### config.mk
export PLATFORM = sky130hd
export DESIGN_NAME = serial_frame_ctrl
export DESIGN_NICKNAME = d
export VERILOG_FILES = /design/src/rtl/serial_link_pkg.sv /design/src/rtl/serial_sync_edge.sv /design/src/rtl/serial_frame_ctrl.sv
export SDC_FILE = /design/constraint.sdc
export NUM_CORES = 1
export LEC_CHECK = 0
export CORE_MARGIN = 3
export CORE_UTILIZATION = 55
export CTS_CLUSTER_SIZE = 10
export DETAILED_ROUTE_END_ITERATION = 8
export DONT_BUFFER_PORTS = 1
export MAX_ROUTING_LAYER = met4
export PLACE_DENSITY = 0.77
export RECOVER_POWER = 50
export SETUP_SLACK_MARGIN = 0.2
export SLEW_MARGIN = 10
export SYNTH_ARGS = -nofsm -noshare
export SYNTH_HDL_FRONTEND = slang
export SYNTH_SLANG_ARGS = --single-unit
export TNS_END_PERCENT = 50
### constraint.sdc
create_clock -name CLK -period 1.8 [get_ports CLK]
set_clock_uncertainty 0.05 [all_clocks]
set_input_delay 0.18 -clock CLK [delete_from_list [all_inputs] [get_ports CLK]]
set_output_delay 0.18 -clock CLK [all_outputs]
set_load 0.005 [all_outputs]
### src/rtl/serial_link_pkg.sv
// Shared types and constants for the serial target-link frame controller.
// Optional feature macro: SERIAL_PARITY_EN (adds a trailing even-parity bit).
package serial_link_pkg;

  // Frame assembly FSM states; encoding is visible on the debug state port.
  typedef enum logic [1:0] {
    IDLE  = 2'd0,
    RECV  = 2'd1,
    CHECK = 2'd2
  } state_t;

`ifdef SERIAL_PARITY_EN
  // Eight payload bits followed by one even-parity bit.
  localparam int FRAME_BITS = 9;
`else
  localparam int FRAME_BITS = 8;
`endif

  // Bit counter width; large enough for FRAME_BITS in either build.
  localparam int COUNT_W = 4;

  localparam logic [3:0] SIZE_RST  = 4'hF;
  localparam logic [3:0] COLOR_RST = 4'hF;

endpackage

### src/rtl/serial_sync_edge.sv
// Synchroniser and rising-edge detector for the asynchronous RCLK/RDATA pair.
// Both inputs run through identical chains so the data bit stays aligned with
// the clock edge it belongs to. Edge pulse and bit are registered outputs.
module serial_sync_edge #(
  parameter int SYNC_STAGES = 2
) (
  input  logic i_clk,
  input  logic i_reset,
  input  logic i_rclk,
  input  logic i_rdata,
  output logic o_edge,
  output logic o_bit
);

  logic [SYNC_STAGES-1:0] r_rclk_sync;
  logic [SYNC_STAGES-1:0] r_rdata_sync;
  logic                   r_rclk_prev;
  logic                   r_edge;
  logic                   r_bit;
  logic                   w_rclk_last;
  logic                   w_rdata_last;
  logic                   w_rise;

  assign w_rclk_last  = r_rclk_sync[SYNC_STAGES-1];
  assign w_rdata_last = r_rdata_sync[SYNC_STAGES-1];
  assign w_rise       = w_rclk_last & ~r_rclk_prev;

  // Synchroniser chains keep shifting during reset, and the previous-value
  // register keeps tracking, so an edge already in flight when reset is
  // released is absorbed instead of being reported as data.
  always_ff @(posedge i_clk) begin
    r_rclk_sync  <= {r_rclk_sync[SYNC_STAGES-2:0], i_rclk};
    r_rdata_sync <= {r_rdata_sync[SYNC_STAGES-2:0], i_rdata};
    r_rclk_prev  <= w_rclk_last;
  end

  // Registered edge pulse with the data bit sampled in the same cycle.
  always_ff @(posedge i_clk) begin
    if (i_reset) begin
      r_edge <= 1'b0;
      r_bit  <= 1'b0;
    end else begin
      r_edge <= w_rise;
      r_bit  <= w_rdata_last;
    end
  end

  assign o_edge = r_edge;
  assign o_bit  = r_bit;

endmodule

### src/rtl/serial_frame_ctrl.sv
// Serial target-link frame controller: assembles LSB-first frames from the
// synchronised RCLK/RDATA pair, resynchronises on an idle timeout, and
// publishes SIZE/COLOR to the steering logic.
// Optional feature macro: SERIAL_PARITY_EN (9-bit frames with even parity).
//
// Handshake: NEW_DATA is a level meaning "SIZE/COLOR hold an unconsumed
// frame". The consumer raises ACK for a cycle while NEW_DATA=1; NEW_DATA and
// OVERRUN clear on the following edge. ACK with NEW_DATA=0 is ignored. If a
// commit lands in the same cycle as ACK, the commit wins: the new frame is
// published, NEW_DATA stays 1 and OVERRUN is set.
module serial_frame_ctrl
  import serial_link_pkg::*;
#(
  parameter int IDLE_TIMEOUT = 50000,
  parameter int SYNC_STAGES  = 2
) (
  input  logic       CLK,
  input  logic       RESET,
  input  logic       RCLK,
  input  logic       RDATA,
  input  logic       ACK,
  output logic [3:0] SIZE,
  output logic [3:0] COLOR,
  output logic       NEW_DATA,
  output logic       OVERRUN,
  output logic       FRAME_ERR,
  output logic [7:0] ERR_COUNT,
  output logic [1:0] DBG_STATE
);

  localparam int                IDLE_W   = $clog2(IDLE_TIMEOUT + 1);
  localparam logic [IDLE_W-1:0] IDLE_MAX = IDLE_W'(IDLE_TIMEOUT);

  state_t                  r_state;
  state_t                  w_state_nxt;
  logic [COUNT_W-1:0]      r_count;
  logic [FRAME_BITS-1:0]   r_shift;
  logic [IDLE_W-1:0]       r_idle;
  logic [3:0]              r_size;
  logic [3:0]              r_color;
  logic                    r_new_data;
  logic                    r_overrun;
  logic                    r_frame_err;
  logic [7:0]              r_err_count;

  logic                    w_edge;
  logic                    w_bit;
  logic                    w_store;
  logic                    w_commit;
  logic                    w_frame_err;
  logic                    w_frame_ok;
  logic                    w_timeout;

  serial_sync_edge #(
    .SYNC_STAGES(SYNC_STAGES)
  ) u_sync (
    .i_clk   (CLK),
    .i_reset (RESET),
    .i_rclk  (RCLK),
    .i_rdata (RDATA),
    .o_edge  (w_edge),
    .o_bit   (w_bit)
  );

`ifdef SERIAL_PARITY_EN
  // Even parity: the XOR over payload and parity bit must be zero.
  assign w_frame_ok = ~(^r_shift);
`else
  assign w_frame_ok = 1'b1;
`endif

  assign w_timeout = (r_idle == IDLE_MAX);

  // State register.
  always_ff @(posedge CLK) begin
    if (RESET) r_state <= IDLE;
    else       r_state <= w_state_nxt;
  end

  // Next-state and per-cycle control decode; a stalled frame times out before
  // any coincident edge is considered.
  always_comb begin
    w_state_nxt = r_state;
    w_store     = 1'b0;
    w_commit    = 1'b0;
    w_frame_err = 1'b0;
    case (r_state)
      IDLE: begin
        if (w_edge) begin
          w_store     = 1'b1;
          w_state_nxt = RECV;
        end
      end
      RECV: begin
        if (w_timeout) begin
          w_frame_err = 1'b1;
          w_state_nxt = IDLE;
        end else if (w_edge) begin
          w_store = 1'b1;
          if (r_count == COUNT_W'(FRAME_BITS - 1)) w_state_nxt = CHECK;
        end
      end
      CHECK: begin
        w_state_nxt = IDLE;
        if (w_frame_ok) w_commit    = 1'b1;
        else            w_frame_err = 1'b1;
      end
      default: w_state_nxt = IDLE;
    endcase
  end

  // Frame assembly: bit shift-in, bit count, and mid-frame idle counter.
  always_ff @(posedge CLK) begin
    if (RESET) begin
      r_shift <= '0;
      r_count <= '0;
      r_idle  <= '0;
    end else begin
      if (w_store) begin
        for (int i = 0; i < FRAME_BITS; i++) begin
          if (r_count == COUNT_W'(i)) r_shift[i] <= w_bit;
        end
        r_count <= r_count + COUNT_W'(1);
      end else if (w_state_nxt == IDLE) begin
        r_count <= '0;
      end
      if (w_edge || (r_state != RECV)) r_idle <= '0;
      else if (!w_timeout)             r_idle <= r_idle + IDLE_W'(1);
    end
  end

  // Published outputs, consumer handshake, and error reporting.
  always_ff @(posedge CLK) begin
    if (RESET) begin
      r_size      <= SIZE_RST;
      r_color     <= COLOR_RST;
      r_new_data  <= 1'b0;
      r_overrun   <= 1'b0;
      r_frame_err <= 1'b0;
      r_err_count <= 8'h00;
    end else begin
      if (w_commit) begin
        r_size     <= r_shift[7:4];
        r_color    <= r_shift[3:0];
        r_new_data <= 1'b1;
        if (r_new_data) r_overrun <= 1'b1;
      end else if (ACK && r_new_data) begin
        r_new_data <= 1'b0;
        r_overrun  <= 1'b0;
      end
      r_frame_err <= w_frame_err;
      if (w_frame_err && (r_err_count != 8'hFF)) r_err_count <= r_err_count + 8'h01;
    end
  end

  assign SIZE      = r_size;
  assign COLOR     = r_color;
  assign NEW_DATA  = r_new_data;
  assign OVERRUN   = r_overrun;
  assign FRAME_ERR = r_frame_err;
  assign ERR_COUNT = r_err_count;
  assign DBG_STATE = r_state;

endmodule

### After elaboration in Yosys (flattened, before gate mapping)

Cells that the tools add are included.

* bits in registers: 56
* bits of input ports: 5
* output and inout bits: 21
* logic and storage cells: 75

* $add $sub $neg: 3
* equality and inequality tests: 13
* muxes and demuxes: 17
* bitwise gates (word level): 2
* reduce and logical (&&, ||, !) cells: 18

Operator list (count)
* AND reduction 2 bit: 9
* adder 16 x 1 -> 16 bit (second input constant): 1
* equality test 16 bit (second input constant): 1
* equality test 4 x 3 -> 1 bit (second input constant): 4
* two-way mux 1 bit: 9
* adder 8 x 1 -> 8 bit (second input constant): 1
* equality test 4 x 2 -> 1 bit (second input constant): 2
* two-way mux 2 bit: 4
* two-way mux 4 bit: 2
* inequality test 8 bit (second input constant): 1
* adder 4 x 1 -> 4 bit (second input constant): 1
* equality test 4 x 1 -> 1 bit (second input constant): 1
* logical NOT 2 bit: 2
* logical NOT 4 bit: 1
* case mux 2 bit (2 select lines): 1
* nonzero test 2 bit: 2
* equality test 2 x 1 -> 1 bit (second input constant): 1
* equality test 2 bit (second input constant): 1
* logical AND 1 bit: 2
* inequality test 2 x 1 -> 1 bit (second input constant): 1
* inequality test 2 bit (second input constant): 1
* case mux 1 bit (2 select lines): 1
* OR reduction 2 bit: 1
* AND 1 bit: 1
* other kinds (2): 2

### Logic depth before layout (Yosys ltp)

Gate-level depths: netlist (run 1).

* depth in word-level cells: 8
* depth in mapped cells: 7
* mapped depth without buffers: 6

### Modules after synthesis

From an unflattened synthesis (run 1), not the netlist that was laid out.

* cell total of the unflattened synthesis: 272
* area, all modules: 2452.4 µm²

Modules (own cells, without submodules)
* serial_frame_ctrl: instances 1, cells each 263, area each 2293.4 µm², sequential area each 980.9 µm²
* serial_sync_edge: instances 1, cells each 9, area each 158.9 µm², sequential area each 140.1 µm²

### Least setup slack after synthesis (run 1)

OpenSTA, ideal clock, no wires.

* kind: flip-flop to flip-flop
* start point: register r_idle[0]
* end point: register r_count[3]
* setup time: 79 ps
* data arrival time: 1630 ps
* required time: 1671 ps
* setup slack: 41 ps
* stages on the path, launching flop included: 8
* path buffers: 1
* clock period less this slack: 1759 ps
* cells stage by stage: dfxtp_1 -> inv_1 -> ha_1 -> and3_1 -> and4_1 -> buf_2 -> a211o_1 -> o211ai_1

* cells in the longest elaborated chain, start to end: 5
* elaborated cells on any way between the ends: 8
* those cells by class: eq/ne: 1; mux: 5; reduce/logical: 2

Ends and longest elaborated chain
* start: declaration: line serial_frame_ctrl.sv:38 `logic [IDLE_W-1:0] r_idle;`
* start signal: assignment: line serial_frame_ctrl.sv:128 `else if (!w_timeout) r_idle <= r_idle + IDLE_W'(1);`
* equality test 16 bit *: line serial_frame_ctrl.sv:72 `assign w_timeout = (r_idle == IDLE_MAX);`
* two-way mux 2 bit: line serial_frame_ctrl.sv:95 `if (w_timeout) begin`
* case mux 2 bit (2 select lines): line serial_frame_ctrl.sv:87 `case (r_state)`
* logical NOT 2 bit: line serial_frame_ctrl.sv:124 `end else if (w_state_nxt == IDLE) begin`
* nonzero test 2 bit (no line)
* end signal: assignment: line serial_frame_ctrl.sv:123 `r_count <= r_count + COUNT_W'(1);`
* end: declaration: line serial_frame_ctrl.sv:36 `logic [COUNT_W-1:0] r_count;`

Mark *: on every way between the ends. The rest lies on a longest branch, timed or not.
A chain may end at the register's enable or synchronous reset.

### Final worst setup path (run 1)

* start point: register r_idle[0]
* end point: register r_err_count[2], in the netlist ERR_COUNT[2]

* cells in the longest elaborated chain, start to end: 4

Ends and longest elaborated chain
* equality test 16 bit: line serial_frame_ctrl.sv:72
* two-way mux 1 bit: line serial_frame_ctrl.sv:95
* two-way mux 1 bit
* logical AND 1 bit: line serial_frame_ctrl.sv:152 `if (w_frame_err && (r_err_count != 8'hFF)) r_err_count <= r_err_count + 8'h01;`
* end signal: assignment: line serial_frame_ctrl.sv:152
* end: declaration: line serial_frame_ctrl.sv:44 `logic [7:0] r_err_count;`

No other way between the ends.

==> results.cfg, run 1 <==
[timing]
timing.fmax_mhz = 576.0
post-route-min-period_ns = 1.736
setup_viol = 0
timing.final.hold_violations = 0
finalSetupTns_ns = 0
final_max_slew_viol_count = 0
fin_crit_sh = 0.9645
tightest_slew_ns = 0.8238
slew_headroom = 0.4490
rsz0062_at_grt = true
setup_ws_ns = 0.06387

[place]
pre_cts_slack_ns = 0.06112
placed_area_sq_mm = 0.002644
routabilityCongestion = 0.8404
hpwl_mm = 3.307
io_buffers = 0

[floorplanning]
start_util = 0.5748
die_h_um = 73.92
die-area_sq_mm = 0.005464
ioPinCount = 26
dieWidth_um = 73.92
row_count = 24
coreArea_sq_mm = 0.004414

[clocking]
cts_tree = yes
cts_root_buf = clkbuf_8
htreeDepth = 2
cts_buffer_depth = 2
numClockSinks = 56
cts_inserted_buffers = 5
clock_latency_ns = 0.31
path_clk_slew_ns = 0.10

[global_route]
grt_overflow_total = 0
grt_pass1_vias = 1941
grt_usage = 0.2154
grt_pass1_wl_mm = 8.949
antenna_found_initial = 0
grt-busiest-layer = met2
grtUsageMet1 = 0.2777
grt_max_degree = 21
grt_util_met2 = 0.3248
grtUsageMet3 = 0.04925

[setup_path]
critPathLaunch = r_idle[0]$_SDFFE_PP0N_
path_depth = 6
reg2reg_depth = 6
crit_end = ERR_COUNT[2]$_SDFFE_PP0P_
crit_fanout = 6
slowest_delay_ns = 0.56
critPathLaunchType = flop
critical_path.top_delay_family = simple AND/OR/NAND/NOR gates
r2r-end = ERR_COUNT[2]$_SDFFE_PP0P_
crit_buf_inv = 1
crit_type = reg -> reg
r2r_setup_slack_ns = 0.06
required_ns = 1.99
cp_slowest_cell = or4_1
r2r_start = r_idle[0]$_SDFFE_PP0N_
cp-end-kind = flop
cp.arrival_ns = 1.93
crit_chain = inv_2, ha_4, and3_4, nand4_4, or4_1, a21oi_1

[detailed_routing]
routed-via-count = 2173
route.detailed.drc = 0
first_pass_iters = 4
antenna_left = 0
drt-total-wl_mm = 5.581
viasPerCell = 6.070
wl_per_cell_um = 15.59
drtIter0Drc = 141

[finish]
final_layout_size_suffix_gt1_frac = 0.1961
nets = 317
flow.area_growth_from_synthesis_pct = 19.48
design_area_sq_mm = 0.003032
finalCoreUtilization = 0.6868
final_common_cell = dfxtp_1
nFillCells = 346
n_antenna_cell = 0
mostFrequentLayoutCells = dfxtp_1, nand2_1, buf_4

[power]
cellPowerDensity_mw_per_mm2 = 670.4
seqPwrFrac = 0.616
p_int_uw = 1585
power_frac_comb = 0.031
p_sw_frac = 0.2200
ir_worst_vdd_uv = 486.8
leakage_uw = 0.001048
p_sw_uw = 447.1
p_clk_frac = 0.353

[yosys]
yosys_warnings = 0
syn_nets = 292
synth.avg_cell_area_sq_um = 9.062
synth_area_sq_mm = 0.002537
synth_flop_cell = dfxtp_1
ys_ff_latch = 56
yosysSeqAreaShare = 0.4418
async_flop_share = 0
synth_cell_types = 42
synthCells = 280
synth_edf_count = 0

[run]
drv_cap = 0

[worst_hold_path]
min-delay-start = RESET
hold_path.class = in -> reg

[run_status]
outcome = complete, no violations
-- registers in the layout, indices dropped and copies added, names as in the netlist --
register             count
FRAME_ERR                1
ERR_COUNT                8
r_shift                  8
r_count                  4
u_sync.o_edge            1
r_idle                  16
COLOR                    4
DBG_STATE                2
SIZE                     4
u_sync.r_rclk_sync       2
OVERRUN                  1
u_sync.r_rdata_sync      2
u_sync.o_bit             1
NEW_DATA                 1
u_sync.r_rclk_prev       1
-- per-stage QoR --
stage | hold WS [ns] | instances | power (uW)
floorplan | 0.1577 | 280 | 1323
global placement | 0.1578 | 328 | 1322
detailed placement | 0.1578 | 328 | 1323
CTS | 0.003140 | 353 | 2043
global route | 0.04230 | 358 | 2104
finish | 0.04021 | 358 | 2033
-- kinds of logic (layout without fill, tap and decap cells) --
group	Yosys count	count (layout)	synth area share
AO/OA/AOI/OAI	41	41	0.1036
adder cells (fa/ha/maj)	7	7	0.03452
AND/OR/NAND/NOR	134	134	0.3146
flip-flops	56	56	0.4418
multiplexers	9	9	0.03600
buffers and inverters	23	49	0.03501
XOR/XNOR	10	10	0.03452
-- cells in the mapped netlist, drive strengths merged, types with 4 or more instances --
library cell   n  area, sq um
nor4           9        71.32
inv            7        26.28
a21oi         12        60.06
nand2b        13        81.33
and4           7        61.31
xnor2          4        35.03
o21ai         10        50.04
buf            4        17.52
nor3          10        50.05
nand4          8        65.06
clkbuf        12        45.04
nand2         24        90.09
a211o          9        78.83
ha             7        87.58
nand3         11        55.05
and3           5        31.28
xor2           6        52.55
nor2          14        52.55
nor2b         14        87.58
or3            6        37.54
mux2i          8        80.08
dfxtp         56         1121
-- layout make-up --
type	instances	area (sq um)	area share
clock buffer	7	86.33	0.02848
clock inverter	1	7.507	0.002476
inverter	7	26.28	0.008667
multi-input combinational	201	1421	0.4688
sequential	56	1145	0.3776
tap	52	65.06	0.02146
timing repair buffer	34	280.3	0.09245
-- worst reg2reg max path, stage by stage (launching register included) --
cell and delay, ns:
dfxtp_2 0.34, inv_2 0.08, ha_4 0.13, and3_4 0.21, nand4_4 0.17, or4_1 0.56
a21oi_1 0.13
-- power by group through the flow --
stage	Clock [uW]	Combinational (uW)	Sequential (uW)
floorplan	0	39.2	1280
global route	782	67.9	1250
finish	717	63.0	1250
CTS	732	54.3	1260
global placement	0	34.7	1290
detailed placement	0	35.6	1290
-- repair_timing --
item	CTS	global route
pin swaps	7	11
hold buffers	12	1
endpoints found under the setup margin	28	33
cloned	0	0
buffers inserted	5	4
endpoints found under the hold margin	30	1
resized for setup	13	28
-- layer usage --
layer / routed length [um] / vias to the layer above
met3: 349 / 5
met1: 2478 / 1052
li1: - / 1058
met4: 81 / 0
met5: 0 / -
met2: 2671 / 58
-- worst min-delay path by stage --
stage,slack [ns],to,cells after the start
after detailed placement,0.16,u_sync.r_rdata_sync[0]$_DFF_P_,0
after global routing,0.04,r_count[2]$_SDFFE_PP0P_,3
after floorplan,0.16,u_sync.r_rclk_sync[0]$_DFF_P_,0
after global placement,0.16,u_sync.r_rdata_sync[0]$_DFF_P_,0
after CTS,0.003,r_shift[7]$_SDFFE_PP0P_,2
final,0.04,r_count[2]$_SDFFE_PP0P_,3
No activity file was read; power rests on OpenSTA's default activity.
==> run 2: changes to the inputs <==
--- a/config.mk
+++ b/config.mk
@@ -5,6 +5,7 @@
 export SDC_FILE = /design/constraint.sdc
 export NUM_CORES = 1
 export LEC_CHECK = 0
+export ABC_AREA = 1
 export CORE_MARGIN = 3
 export CORE_UTILIZATION = 55
 export CTS_CLUSTER_SIZE = 10
==> run 2 against run 1 <==
Compared with the run above:
- first-iteration DRC count fell by 3.5%
- largest power group unchanged
- count of clock-buffer cells in the layout fell by 1
- worst hold slack improved by 0.014 ns
==> results.cfg, run 2 <==
[run_status]
outcome = complete, no violations

[yosys]
synth_edf_count = 0
yosys.area.top_type = dfxtp_1
synth_cell_types = 25
synth_area_sq_mm = 0.002577
yosysTopAreaCellShare = 0.4350
synthCells = 364
synth_common_cells = nand2_1, dfxtp_1, nor2_1
synth.area.top_cells = dfxtp_1, nand2_1, nor2_1
yosys_warnings = 0
yosysMostFrequentCell = nand2_1
ys_ff_latch = 56
synth_flop_cell = dfxtp_1
syn_nets = 376
async_flop_share = 0
synth.avg_cell_area_sq_um = 7.081
yosysSeqAreaShare = 0.4350

[setup_path]
cp-end-kind = flop
cp.arrival_ns = 1.67
crit_fanout = 8
critical_path.top_delay_family = simple AND/OR/NAND/NOR gates
critPathLaunchType = flop
required_ns = 1.93
critPathLaunch = ERR_COUNT[1]$_SDFFE_PP0P_
crit_buf_inv = 2
crit_type = reg -> reg
slowest_delay_ns = 0.41
crit_chain = ha_2, inv_1, nor2_1, nand2_1, buf_4, nand3_1, a21oi_1
cp_slowest_cell = dfxtp_1
r2r_start = ERR_COUNT[1]$_SDFFE_PP0P_

[finish]
nets = 395
final_layout_size_suffix_gt1_frac = 0.1484
flow.area_growth_from_synthesis_pct = 14.85
mostFrequentLayoutCells = nand2_1, dfxtp_1, nor2_1
largest_reg_flops = 16
n_antenna_cell = 0
nFillCells = 380
final_common_cell = nand2_1
top_register = r_idle

[floorplanning]
die-area_sq_mm = 0.005544
coreArea_sq_mm = 0.004444
row_count = 24
start_util = 0.5800
ioPinCount = 26
die_h_um = 74.46
dieWidth_um = 74.46

[global_route]
grt_pass1_wl_mm = 8.424
grt_usage = 0.1987
grt_pass1_vias = 1996
grt_overflow_total = 0
antenna_found_initial = 0
grt_max_degree = 21

[timing]
timing.final.hold_violations = 0
tightest_slew_ns = 0.5925
timing.fmax_mhz = 648.1
rsz0062_at_grt = true
slew_headroom = 0.6037
setup_viol = 0
final_max_slew_viol_count = 0
fin_crit_sh = 0.8572
post-route-min-period_ns = 1.543
finalSetupTns_ns = 0

[detailed_routing]
antenna_left = 0
routed-via-count = 2308
wl_per_cell_um = 12.62
viasPerCell = 5.294
drtIter0Drc = 136
route.detailed.drc = 0
drt-total-wl_mm = 5.502
first_pass_iters = 4

[run]
drv_cap = 0

[power]
power_frac_comb = 0.049
p_sw_frac = 0.2428
p_sw_uw = 501.0
leakage_uw = 0.001142
power_uw = 2064
seqPwrFrac = 0.610
cellPowerDensity_mw_per_mm2 = 697.1
ir_worst_vdd_uv = 590.2
p_int_uw = 1563
p_clk_frac = 0.341

[clocking]
cts_root_buf = clkbuf_8
cts_buffer_depth = 2
path_clk_slew_ns = 0.10
cts_inserted_buffers = 5
numClockSinks = 56
htreeDepth = 2
cts_tree = yes
clock_latency_ns = 0.32

[worst_hold_path]
hold_path.class = in -> reg
min-delay-start = RESET

[place]
routabilityCongestion = 0.8561
io_buffers = 0
hpwl_mm = 3.566
==> run 2: area by class of cell <==
class | instances | area [sq um] | share of cell area
clock buffer | 6 | 72.57 | 0.02451
clock inverter | 2 | 16.27 | 0.005495
inverter | 46 | 172.7 | 0.05833
multi-input combinational | 258 | 1380 | 0.4662
sequential | 56 | 1131 | 0.3821
tap | 52 | 65.06 | 0.02198
timing repair buffer | 16 | 122.6 | 0.04142
==> run 2: logic make-up after synthesis <==
group                      after synthesis  share of synthesized area
AOI/OAI and AO/OA                       44                    0.08592
buffers and inverters                   52                    0.08398
xor gates and xnor gates                 6                    0.02039
adders and majority gates                7                    0.03398
DFF                                     56                     0.4350
and+or+nand+nor                        199                     0.3408
==> run 2: metal layers <==
layer | part of all wire | global-route usage | vias up
li1 | - | - | 1196
met1 | 0.48 | 0.2519 | 1058
met2 | 0.46 | 0.3063 | 48
met3 | 0.047 | 0.05676 | 6
met4 | 0.012 | 0.06126 | 0
met5 | 0 | - | -
==> run 2: power groups by stage <==
stage / combinational [uW] / sequential [uW] / clock (uW)
floorplan: 64.0 / 1290 / 0
global placement: 65.8 / 1290 / 0
detailed placement: 67.5 / 1290 / 0
CTS: 83.2 / 1260 / 711
global route: 111 / 1260 / 756
finish: 102 / 1260 / 704
==> run 2: worst paths after layout <==
kind                                                  endpoint  slack, ns  depth (start not counted)
worst max register to register       ERR_COUNT[6]$_SDFFE_PP0P_       0.26                          7
worst min-delay path                   DBG_STATE[1]$_SDFF_PP0_       0.05                          3
worst min register to register  u_sync.r_rdata_sync[1]$_DFF_P_       0.29                          0
worst max-delay path                 ERR_COUNT[6]$_SDFFE_PP0P_       0.26                          7
==> run 2: what timing repair did <==
item | 4_1_cts | 5_1_grt
endpoints found under the setup margin | 14 | 22
pin swaps | 0 | 8
gates cloned | 0 | 2
resized for setup | 4 | 29
hold endpoints to repair | 18 | 0
hold buffers | 4 | 0
setup buffers | 0 | 4
==> run 2: worst reg2reg max path: stages (launching register included) <==
cell and delay, ns:
dfxtp_1 0.41, ha_2 0.25, inv_1 0.05, nor2_1 0.17
nand2_1 0.15, buf_4 0.20, nand3_1 0.09, a21oi_1 0.06
==> run 2: through the flow <==
| step | cells | setup slack [ns] | hold slack, ns | area [sq um] | util |
|---|---|---|---|---|---|
| finish | 436 | 0.2570 | 0.05403 | 2960 | 0.6661 |
| global route | 436 | 0.1164 | 0.05508 | 2960 | 0.6661 |
| CTS | 430 | 0.2080 | 0.04142 | 2805 | 0.6312 |
| detailed placement | 418 | 0.09253 | 0.1578 | 2659 | 0.5983 |
| global placement | 418 | 0.1685 | 0.1578 | 2659 | 0.5983 |
| floorplan | 364 | 0.3267 | 0.1577 | 2577 | - |
